<file path="src/rtl/lcd_bus_arbiter.sv">
// lcd_bus_arbiter: shares one HD44780 LCD (4-bit mode) between two byte
// requesters. Each granted byte goes out as two E-strobed nibbles, then the
// bus is held off for the controller execution time.
module lcd_bus_arbiter #(
  parameter int T_SU   = 2,
  parameter int T_EH   = 12,
  parameter int T_HOLD = 2,
  parameter int T_NIB  = 2,
  parameter int T_EXEC = 2000,
  parameter int T_LONG = 80000,
  parameter int CW     = 17
) (
  input  logic       i_clk,
  input  logic       i_reset,
  input  logic       i_req0,
  input  logic       i_rs0,
  input  logic [7:0] i_byte0,
  input  logic       i_lock0,
  output logic       o_ack0,
  input  logic       i_req1,
  input  logic       i_rs1,
  input  logic [7:0] i_byte1,
  input  logic       i_lock1,
  output logic       o_ack1,
  output logic       o_lcd_rs,
  output logic       o_lcd_e,
  output logic [3:0] o_lcd_d,
  output logic       o_busy,
  output logic       o_owner
);

  localparam logic [3:0] S_IDLE = 4'd0;
  localparam logic [3:0] S_SU_H = 4'd1;
  localparam logic [3:0] S_EH_H = 4'd2;
  localparam logic [3:0] S_HD_H = 4'd3;
  localparam logic [3:0] S_GAP  = 4'd4;
  localparam logic [3:0] S_SU_L = 4'd5;
  localparam logic [3:0] S_EH_L = 4'd6;
  localparam logic [3:0] S_HD_L = 4'd7;
  localparam logic [3:0] S_EXEC = 4'd8;

  // Counter reloads are "cycles - 1" so a state lasts exactly its cycle
  // count. EXEC loads the full wait, giving one extra turnaround cycle so
  // capture-to-IDLE spans 1 + 2*(T_SU+T_EH+T_HOLD) + T_NIB + wait.
  localparam logic [CW-1:0] C_SU   = CW'(T_SU - 1);
  localparam logic [CW-1:0] C_EH   = CW'(T_EH - 1);
  localparam logic [CW-1:0] C_HOLD = CW'(T_HOLD - 1);
  localparam logic [CW-1:0] C_NIB  = CW'(T_NIB - 1);
  localparam logic [CW-1:0] C_EXEC = CW'(T_EXEC);
  localparam logic [CW-1:0] C_LONG = CW'(T_LONG);

  logic [3:0]    r_state;
  logic [CW-1:0] r_cnt;
  logic          r_ack0, r_ack1;
  logic          r_lcd_rs, r_lcd_e, r_busy, r_owner;
  logic [3:0]    r_lcd_d;
  logic          r_last;
  logic          r_lock;
  logic          r_rs;
  logic [7:0]    r_byte;

  logic          w_grant, w_sel, w_rs, w_long, w_done;
  logic [7:0]    w_byte;

  // Arbitration: a held lock admits only the owner, otherwise round-robin.
  always_comb begin
    w_grant = 1'b0;
    w_sel   = 1'b0;
    if (r_lock) begin
      w_sel   = r_owner;
      w_grant = r_owner ? i_req1 : i_req0;
    end else if (i_req0 && i_req1) begin
      w_sel   = ~r_last;
      w_grant = 1'b1;
    end else begin
      w_sel   = i_req1;
      w_grant = i_req0 | i_req1;
    end
  end

  assign w_rs   = w_sel ? i_rs1 : i_rs0;
  assign w_byte = w_sel ? i_byte1 : i_byte0;
  // Clear/home (and 0x00-0x03 in general) need the long execution wait.
  assign w_long = ~r_rs && (r_byte[7:2] == 6'd0);
  assign w_done = (r_cnt == '0);

  // Captured byte and RS; only ever read while a transfer is in flight.
  always_ff @(posedge i_clk) begin
    if (r_state == S_IDLE && w_grant) begin
      r_rs   <= w_rs;
      r_byte <= w_byte;
    end
  end

  // Control FSM, timing counter and registered LCD pins.
  always_ff @(posedge i_clk or posedge i_reset) begin
    if (i_reset) begin
      r_state  <= S_IDLE;
      r_cnt    <= '0;
      r_ack0   <= 1'b0;
      r_ack1   <= 1'b0;
      r_lcd_rs <= 1'b0;
      r_lcd_e  <= 1'b0;
      r_lcd_d  <= 4'd0;
      r_busy   <= 1'b0;
      r_owner  <= 1'b0;
      r_last   <= 1'b1;
      r_lock   <= 1'b0;
    end else begin
      r_ack0 <= 1'b0;
      r_ack1 <= 1'b0;
      if (!w_done) r_cnt <= r_cnt - CW'(1);
      case (r_state)
        S_IDLE: if (w_grant) begin
          r_lcd_rs <= w_rs;
          r_lcd_d  <= w_byte[7:4];
          r_owner  <= w_sel;
          r_last   <= w_sel;
          r_ack0   <= ~w_sel;
          r_ack1   <= w_sel;
          r_busy   <= 1'b1;
          r_cnt    <= C_SU;
          r_state  <= S_SU_H;
        end
        S_SU_H: if (w_done) begin
          r_lcd_e <= 1'b1;
          r_cnt   <= C_EH;
          r_state <= S_EH_H;
        end
        S_EH_H: if (w_done) begin
          r_lcd_e <= 1'b0;
          r_cnt   <= C_HOLD;
          r_state <= S_HD_H;
        end
        S_HD_H: if (w_done) begin
          r_cnt   <= C_NIB;
          r_state <= S_GAP;
        end
        S_GAP: if (w_done) begin
          r_lcd_d <= r_byte[3:0];
          r_cnt   <= C_SU;
          r_state <= S_SU_L;
        end
        S_SU_L: if (w_done) begin
          r_lcd_e <= 1'b1;
          r_cnt   <= C_EH;
          r_state <= S_EH_L;
        end
        S_EH_L: if (w_done) begin
          r_lcd_e <= 1'b0;
          r_cnt   <= C_HOLD;
          r_state <= S_HD_L;
        end
        S_HD_L: if (w_done) begin
          r_cnt   <= w_long ? C_LONG : C_EXEC;
          r_state <= S_EXEC;
        end
        S_EXEC: if (w_done) begin
          r_lock  <= r_owner ? i_lock1 : i_lock0;
          r_busy  <= 1'b0;
          r_state <= S_IDLE;
        end
        default: begin
          r_lcd_e <= 1'b0;
          r_busy  <= 1'b0;
          r_state <= S_IDLE;
        end
      endcase
    end
  end

  assign o_ack0   = r_ack0;
  assign o_ack1   = r_ack1;
  assign o_lcd_rs = r_lcd_rs;
  assign o_lcd_e  = r_lcd_e;
  assign o_lcd_d  = r_lcd_d;
  assign o_busy   = r_busy;
  assign o_owner  = r_owner;

endmodule

</file>
<file path="config.mk">
export PLATFORM = sky130hd
export DESIGN_NAME = lcd_bus_arbiter
export DESIGN_NICKNAME = d
export VERILOG_FILES = /design/src/rtl/lcd_bus_arbiter.sv
export SDC_FILE = /design/constraint.sdc
export NUM_CORES = 1
export LEC_CHECK = 0
export CAP_MARGIN = 5
export CORE_AREA = 4 4 81 83
export DETAILED_ROUTE_END_ITERATION = 8
export DIE_AREA = 0 0 85 87
export GPL_TIMING_DRIVEN = 0
export PLACE_DENSITY_LB_ADDON = 0.12
export SLEW_MARGIN = 10
export SYNTH_ARGS = -nofsm -noshare
export SYNTH_HDL_FRONTEND = slang
export SYNTH_SLANG_ARGS = --single-unit
</file>
<file path="constraint.sdc">
create_clock -name i_clk -period 3.4 [get_ports i_clk]
set_clock_uncertainty 0.15 [all_clocks]
set_input_delay 0.51 -clock i_clk [delete_from_list [all_inputs] [get_ports i_clk]]
set_output_delay 0.51 -clock i_clk [all_outputs]
set_load 0.1 [all_outputs]
</file>
# ---- Word-level counts from Yosys, hierarchy flattened
# Index checks and enable logic that the tools add are counted.
dict set report classes {
  addsub 1
  n_eq_ne 19
  n_mux 37
  n_bitwise 6
  reduce_logical 18
}
# operator n
set ops {}
lappend ops {{$mux 17} 6}
lappend ops {{$pmux 17 s4} 1}
lappend ops {{$mux 4} 11}
lappend ops {{$pmux 4 s9} 1}
lappend ops {{$ne 2x2->1 const B} 9}
lappend ops {{$logic_not 17->1} 1}
lappend ops {{$sub 17x1->17 const B} 1}
lappend ops {{$eq 4x3->1 const B} 4}
lappend ops {{$mux 1} 14}
lappend ops {{$reduce_and 3->1} 3}
lappend ops {{$reduce_and 9->1} 1}
lappend ops {{$eq 4x2->1 const B} 2}
lappend ops {{$mux 8} 1}
lappend ops {{$pmux 4 s2} 1}
lappend ops {{$reduce_or 7->1} 1}
lappend ops {{$logic_not 6->1} 1}
lappend ops {{$pmux 1 s3} 2}
lappend ops {{$not 1->1} 5}
lappend ops {{$reduce_or 5->1} 1}
lappend ops {{$eq 4x1->1 const B} 1}
lappend ops {{$eq 4x4->1 const B} 1}
lappend ops {{$logic_not 4->1} 1}
lappend ops {{$ne 2x1->1 const B} 2}
lappend ops {{$reduce_and 2->1} 2}
lappend ops {{other kinds (5)} 8}
dict set report totals {
  regBits 42
  out_inout_bits 10
  word_cells 94
}

# ---- Longest topological paths before layout
# Gate-level depths: netlist (run 1).
dict set report depth {
  depth_word 6
  depth_mapped 12
  depth_no_buf 11
}

# ---- Worst setup path before layout (run 1)
# OpenSTA, ideal clock, no wires.
dict set report synth_path {
  path_type {register to register}
  from {register r_owner (netlist: o_owner)}
  to {register r_byte[0], enable pin}
  setup_time_ns 0.377
  arrival_time_ns 2.128
  required_time_ns 2.873
  path_slack_ns 0.745
  path_stages_with_launch 4
  path_buffers 1
  period_less_slack_ns 2.655
  path_cell_list {dfrtp_1 a21bo_2 a2111oi_1 clkbuf_1}
}
dict set report synth_between {
  elab_chain_len 3
}
# element line_no
set synth_lines {}
lappend synth_lines {{start, declared} 55} ;# logic r_lcd_rs, r_lcd_e, r_busy, r_owner;
lappend synth_lines {{start signal, assigned} 117} ;# r_owner <= w_sel;
lappend synth_lines {{$mux 1} 71} ;# w_grant = r_owner ? i_req1 : i_req0;
lappend synth_lines {{$mux 1} 69} ;# if (r_lock) begin
lappend synth_lines {{$logic_and 1x1->1} 89} ;# if (r_state == S_IDLE && w_grant) begin
lappend synth_lines {{end signal, assigned} 91} ;# r_byte <= w_byte;
lappend synth_lines {{end, declared} 60} ;# logic [7:0] r_byte;
# Every way passes these cells.
# A chain may end at the register's enable or synchronous reset.

# ---- Worst setup path after layout (run 1)
dict set report layout_path {
  from {input i_req0}
  to {register r_lcd_d[0] (netlist: o_lcd_d[0])}
}
dict set report layout_between {
  elab_chain_len 6
  elab_cells_between_ends 12
}
# element line_no
set layout_lines {}
lappend layout_lines {{start, declared} 15} ;# input logic i_req0,
lappend layout_lines {{$logic_and 1x1->1} 72} ;# end else if (i_req0 && i_req1) begin
lappend layout_lines {{$mux 1} 72}
lappend layout_lines {{$mux 1} 69}
lappend layout_lines {{$mux 8} 82} ;# assign w_byte = w_sel ? i_byte1 : i_byte0;
lappend layout_lines {{$mux 4} 114} ;# S_IDLE: if (w_grant) begin
lappend layout_lines {{$pmux 4 s2} 113} ;# case (r_state)
lappend layout_lines {{end signal, assigned} 116} ;# r_lcd_d <= w_byte[7:4];
lappend layout_lines {{end signal, assigned} 140} ;# r_lcd_d <= r_byte[3:0];
lappend layout_lines {{end, declared} 56} ;# logic [3:0] r_lcd_d;
# Parallel ways exist; a longest one is shown, timed or not. The select of a mux whose other input is x is not followed.

==> results of run 1 <==
sequential cells by signal, summed over array words and instances, names as in the netlist:
signal,cells
r_last,1
o_lcd_d,4
o_lcd_e,1
o_ack1,1
r_lock,1
o_ack0,1
o_owner,1
o_lcd_rs,1
r_cnt,17
o_busy,1
r_state,4
r_rs,1
r_byte,8
final cells by class:
class | instances | area, sq um | share of cell area [%]
Multi-Input combinational cell | 163 | 1060 | 38.3
Inverter | 15 | 56.3 | 2.02
Tap cell | 75 | 93.8 | 3.37
Timing Repair Buffer | 33 | 330 | 11.9
Buffer | 10 | 53.8 | 1.93
Clock buffer | 5 | 68.8 | 2.47
Clock inverter | 3 | 16.3 | 0.585
Sequential cell | 42 | 1100 | 39.5
metal layers:
layer	vias to the layer above	part of all wire, %
met1	905	46
met4	0	0.96
met5	-	0
met2	41	47
li1	924	-
met3	5	6.0
power by group through the flow:
| stage | combinational (mW) | clock (mW) | sequential (mW) |
|---|---|---|---|
| 6_report | 0.261 | 0.319 | 0.629 |
| 3_3_place_gp | 0.258 | 0 | 0.636 |
| 4_1_cts | 0.264 | 0.331 | 0.629 |
| 3_5_place_dp | 0.264 | 0 | 0.638 |
| 5_1_grt | 0.291 | 0.348 | 0.639 |
| 2_1_floorplan | 0.141 | 0 | 0.673 |
stage by stage:
step           setup slack [ps]  hold WS, ps  instances  power, mW
6_report                    462          346        346       1.21
5_1_grt                     145          380        346       1.28
4_1_cts                     396          351        346       1.22
3_5_place_dp               83.9          328        338      0.902
3_3_place_gp               63.1          336        338      0.894
2_1_floorplan               745          351        230      0.814
worst max-delay path, delay by kind of cell:
kind / cells / cell delay, ps
compound gates: 3 / 1100
buf+inv: 2 / 1290
worst min-delay path by stage:
stage	from	to	slack [ps]	cells after the start
2_1_floorplan	r_byte[0]	o_lcd_d[0]	350	2
3_3_place_gp	o_busy	o_busy	340	1
3_5_place_dp	o_busy	o_busy	330	1
4_1_cts	o_busy	o_busy	350	1
5_1_grt	o_busy	o_busy	380	1
6_report	o_busy	o_busy	350	1
synth_stat cells, types with 5 or more instances:
master / count / share of area, %
a211oi_1: 6 / 2.0
a21oi_1: 16 / 3.5
dfrtp_1: 32 / 35
edfxtp_1: 9 / 12
inv_1: 14 / 2.3
mux2_2: 6 / 3.0
mux2i_1: 6 / 2.6
nand2_1: 16 / 2.6
nor2_1: 16 / 2.6
nor2b_1: 5 / 1.4
nor3_1: 14 / 3.1
o21ai_0: 16 / 3.5
or3_1: 6 / 1.7
layout by cell type (no fill, tap or decap), types with 3 or more instances in the layout:
| master | netlist | layout |
|---|---|---|
| a31oi_1 | 3 | 3 |
| inv_1 | 14 | 13 |
| xnor2_1 | 3 | 3 |
| a211oi_1 | 6 | 6 |
| nor2_1 | 16 | 16 |
| mux2_2 | 6 | 6 |
| nand4_1 | 3 | 3 |
| a21oi_1 | 16 | 16 |
| a221oi_1 | 4 | 4 |
| clkbuf_8 | 0 | 5 |
| clkdlybuf4s50_1 | 0 | 33 |
| mux2i_1 | 6 | 6 |
| buf_2 | 4 | 4 |
| nor4_1 | 3 | 3 |
| or3_1 | 6 | 6 |
| edfxtp_1 | 9 | 9 |
| nand2_1 | 16 | 16 |
| nor3_1 | 14 | 14 |
| nand3_1 | 4 | 4 |
| nor2b_1 | 5 | 5 |
| ha_1 | 3 | 3 |
| a21o_1 | 4 | 4 |
| o21ai_0 | 16 | 16 |
| dfrtp_1 | 32 | 32 |
cell families after synthesis:
family | count (synthesis) | share of synthesized area (%)
simple gates | 83 | 21.0
compound gates | 60 | 16.7
flops | 42 | 48.3
buf+inv | 25 | 4.85
mux | 12 | 5.62
xor+xnor | 5 | 1.93
fa+ha+maj | 3 | 1.65
==> impl_metrics.json, run 1 <==
{
  "seq_power_share_pct": 52.0,
  "rsz0062_at_grt": "no",
  "cts_buffer_depth": 2,
  "areaGrowthSynthToFinish_pct": 22.4,
  "rr_endpoint": "o_lcd_d[0]",
  "postLayoutCoreUtil_pct": 47.5,
  "dr.first_iter.drc_count": 78,
  "hold_viol": 0,
  "synth_area_sq_mm": 0.00227,
  "grt_pass1_vias": 1935,
  "dp_hpwl_mm": 3.86,
  "tightest_slew_ps": 993,
  "grt-ovfl-total": 0,
  "cts_root_buffer": "clkbuf_8",
  "dieWidth_microns": 85,
  "vias": 1875,
  "postSynth.asyncResetShare_pct": 78.6,
  "grt_pass1_wl_mm": 9.05,
  "grt_use_met1_pct": 19.4,
  "ys.flop_type": "dfrtp_1",
  "via_per_inst": 5.42,
  "leakage_nw": 1.11,
  "setup_viol": 0,
  "place_congestion": 0.779,
  "worstSetupPathType": "in -> reg",
  "ys_types": 51,
  "grt_max_degree": 34,
  "ios": 34,
  "fmax_mhz": 340,
  "p_comb_share_pct": 21.6,
  "synth_edf_count": 9,
  "cpPeakStageDelay_ps": 790,
  "crit_slowest_cell": "clkbuf_1",
  "ys_ff_latch": 42,
  "use_met3_pct": 4.35,
  "power.internal_mw": 0.815,
  "worstPathRequired_ps": 3370,
  "synthCells": 230,
  "nFillCells": 566,
  "routedWlPerCell_microns": 15.3,
  "port_buffers": 33,
  "dieArea_sq_mm": 0.00740,
  "row_count": 28,
  "grtUsageMet2_pct": 25.4,
  "drtAntennaViolNets": 0,
  "p_sw_share_pct": 32.6,
  "avgSynthCellArea_sq_um": 9.88,
  "end_kind": "flip-flop",
  "power_per_cell_area_mw_per_mm2": 435,
  "cts.htree.levels": 2,
  "clock-sinks": 42,
  "crit_start": "i_req0",
  "min_period_ps": 2940,
  "first_pass_iters": 4,
  "status": "complete, no violations",
  "postCtsSetupBuffers": 0,
  "seq_area_frac_synth_pct": 48.3,
  "ctsResizeCount": 0,
  "cts_tree": "done",
  "num_antenna_cells": 0,
  "cp_max_fo": 18,
  "maxSlewViolCount": 0,
  "path_clk_slew_ps": 80,
  "rrSetupSlack_ps": 510,
  "yosysWarnings": 0,
  "endpoint": "o_lcd_d[0]",
  "vdd_drop_max_mv": 0.245,
  "nets": 297,
  "start_kind": "input port",
  "rr_worst_depth": 5,
  "r2r-start": "r_state[2]",
  "start_util_pct": 38.8,
  "drt-total-wl_mm": 5.29,
  "cts-buffers-inserted": 5,
  "die_h_microns": 87,
  "clk_latency_ps": 300,
  "final_area_sq_mm": 0.00278,
  "min_period_over_period_pct": 86.4,
  "crit_chain": "clkdlybuf4s50_1 -> a21bo_2 -> a2111oi_1 -> clkbuf_1 -> a221oi_1",
  "power_switching_mw": 0.394,
  "relSlewSlack_pct": 33.6,
  "antenna_found_initial": 0,
  "drcViolationCount": 0,
  "busiest_layer": "met2",
  "placed_area_sq_mm": 0.00270,
  "final_layout_size_suffix_gt1_share_pct": 12.2,
  "drv_cap": 0,
  "core_area_sq_mm": 0.00585,
  "synth_fp_nets": 257,
  "hold_class": "reg -> reg",
  "groute.usage.overall_pct": 15.3,
  "arrival_ps": 2900,
  "fin_setup_tns_ps": 0,
  "postCtsHoldBufs": 0,
  "p_clk_share_pct": 26.4
}
(Power assumes the default switching activity.)
==> run 2, diff against run 1 <==
--- a/config.mk
+++ b/config.mk
@@ -12,3 +12,4 @@
 export GPL_TIMING_DRIVEN = 0
-export PLACE_DENSITY_LB_ADDON = 0.12
+export HOLD_SLACK_MARGIN = 0.05
+export PLACE_DENSITY_LB_ADDON = 0.08
 export SLEW_MARGIN = 10
--- a/constraint.sdc
+++ b/constraint.sdc
@@ -4,2 +4,2 @@
 set_output_delay 0.51 -clock i_clk [all_outputs]
-set_load 0.1 [all_outputs]
+set_load 0.05 [all_outputs]
==> impl_metrics.json, run 2 (synthesis results as in run 1) <==
{
  "via_per_inst": 5.30,
  "dp_slack_ps": 17.9,
  "dp_hpwl_mm": 3.78,
  "groute.usage.overall_pct": 15.5,
  "drt-total-wl_mm": 5.33,
  "final_layout_size_suffix_gt1_share_pct": 12.2,
  "routedWlPerCell_microns": 15.4,
  "cp_max_fo": 18,
  "cts_tree": "done",
  "drv_cap": 0,
  "ios": 34,
  "grt_max_degree": 34,
  "setup_slack_ps": 433,
  "first_pass_iters": 4,
  "dieWidth_microns": 85,
  "power_per_cell_area_mw_per_mm2": 426,
  "fmax_mhz": 337,
  "core_area_sq_mm": 0.00585,
  "placed_area_sq_mm": 0.00270,
  "final_common_cell": "clkdlybuf4s50_1",
  "grt_pass1_wl_mm": 8.98,
  "crit_slowest_cell": "clkbuf_1",
  "die_h_microns": 87,
  "relSlewSlack_pct": 34.8,
  "layout.cells.non_filler": 346,
  "cts_buffer_depth": 2,
  "largestRegisters": "r_cnt (17), r_byte (8)",
  "leakage_nw": 1.11,
  "start_kind": "flip-flop",
  "cts_root_buffer": "clkbuf_8",
  "cts-buffers-inserted": 5,
  "wl_met2_mm": 2.50,
  "end_kind": "flip-flop",
  "start_util_pct": 38.8,
  "vdd_drop_max_mv": 0.202,
  "drtAntennaViolNets": 0,
  "path_clk_slew_ps": 80,
  "status": "complete, no violations",
  "ctsResizeCount": 0,
  "setup_viol": 0,
  "highest_layer": "met4",
  "port_buffers": 33,
  "maxSlewViolCount": 0,
  "rsz0062_at_grt": "no",
  "postCtsHoldBufs": 0,
  "met1Wirelength_mm": 2.56,
  "nFillCells": 565,
  "nets": 297,
  "crit_chain": "buf_4 -> or3_1 -> a2111oi_1 -> clkbuf_1 -> a221oi_1",
  "grt_pass1_vias": 1813,
  "num_antenna_cells": 0,
  "vias": 1833,
  "clk_latency_ps": 300,
  "place_congestion": 0.827,
  "power_mw": 1.19,
  "postCtsSetupBuffers": 0,
  "worstSetupPathType": "reg -> reg",
  "final_area_sq_mm": 0.00278,
  "worstPathRequired_ps": 3370,
  "tightest_slew_ps": 978,
  "drcViolationCount": 0,
  "final_cell_mix": "clkdlybuf4s50_1, dfrtp_1",
  "min_period_ps": 2970,
  "dieArea_sq_mm": 0.00740,
  "dr.first_iter.drc_count": 109,
  "top_register": "r_cnt",
  "areaGrowthSynthToFinish_pct": 22.5,
  "grt-ovfl-total": 0,
  "clock-sinks": 42,
  "row_count": 28,
  "min_period_over_period_pct": 87.3,
  "largest_register_ffs": 17,
  "cts.htree.levels": 2,
  "hold_class": "reg -> reg",
  "hold_viol": 0,
  "cpPeakStageDelay_ps": 800,
  "fin_setup_tns_ps": 0,
  "arrival_ps": 2940,
  "dr_wl_met3_microns": 196,
  "placed_cells": 338,
  "antenna_found_initial": 0
}
==> run 2: changes by cell type in the layout (fill, tap and decap cells not counted), sizes merged <==
| cell | before | now |
|---|---|---|
| clkbuf | 8 | 9 |
| clkinvlp | 1 | 0 |
==> run 2: critical path, delay by kind of cell (launching register included) <==
family	cells	cell delay, ps
buffers and inverters	2	960
AO/OA/AOI/OAI	2	910
AND/OR/NAND/NOR	1	410
flip-flops	1	370
==> run 2: metrics by stage <==
stage	hold WS (ps)	utilization [%]
after floorplan	351	-
after global placement	320	46.1
after detailed placement	320	46.1
after CTS	342	47.6
after global routing	357	47.6
final	336	47.6
==> run 2: worst paths after layout <==
| kind | from | slack (ps) | cells past startpoint | to |
|---|---|---|---|---|
| worst max-delay path | r_state[2] | 430 | 5 | o_lcd_d[0] |
| worst min-delay path | o_busy | 340 | 1 | o_busy |
| worst max register to register | r_state[2] | 430 | 5 | o_lcd_d[0] |
| worst min register to register | o_busy | 340 | 1 | o_busy |
| max in group asynchronous | i_reset | 2140 | 2 | r_cnt[5] |
| min in group asynchronous | i_reset | 490 | 2 | o_ack0 |
==> run 2: layer usage <==
| layer | track usage (%) | vias up |
|---|---|---|
| met5 | 0 | - |
| li1 | - | 920 |
| met4 | 5.61 | 0 |
| met1 | 20.2 | 873 |
| met2 | 25.4 | 35 |
| met3 | 3.60 | 5 |
==> run 2: report_power, final <==
group	switching, mW	total [mW]	internal (mW)	leakage (nW)
Clock	0.181	0.326	0.145	0.0452
Sequential	0.0620	0.628	0.566	0.474
Combinational	0.124	0.232	0.108	0.591
==> run 2: final cells by class <==
cell class | count | area, sq um | share of cell area (%)
flip-flops and latches | 42 | 1100 | 39.4
well taps | 75 | 93.8 | 3.37
plain buffers | 10 | 53.8 | 1.93
clock buffers | 6 | 72.6 | 2.61
repair buffers | 33 | 330 | 11.9
inverters | 15 | 56.3 | 2.02
multi-input cells | 163 | 1060 | 38.3
clock inverters | 2 | 13.8 | 0.495
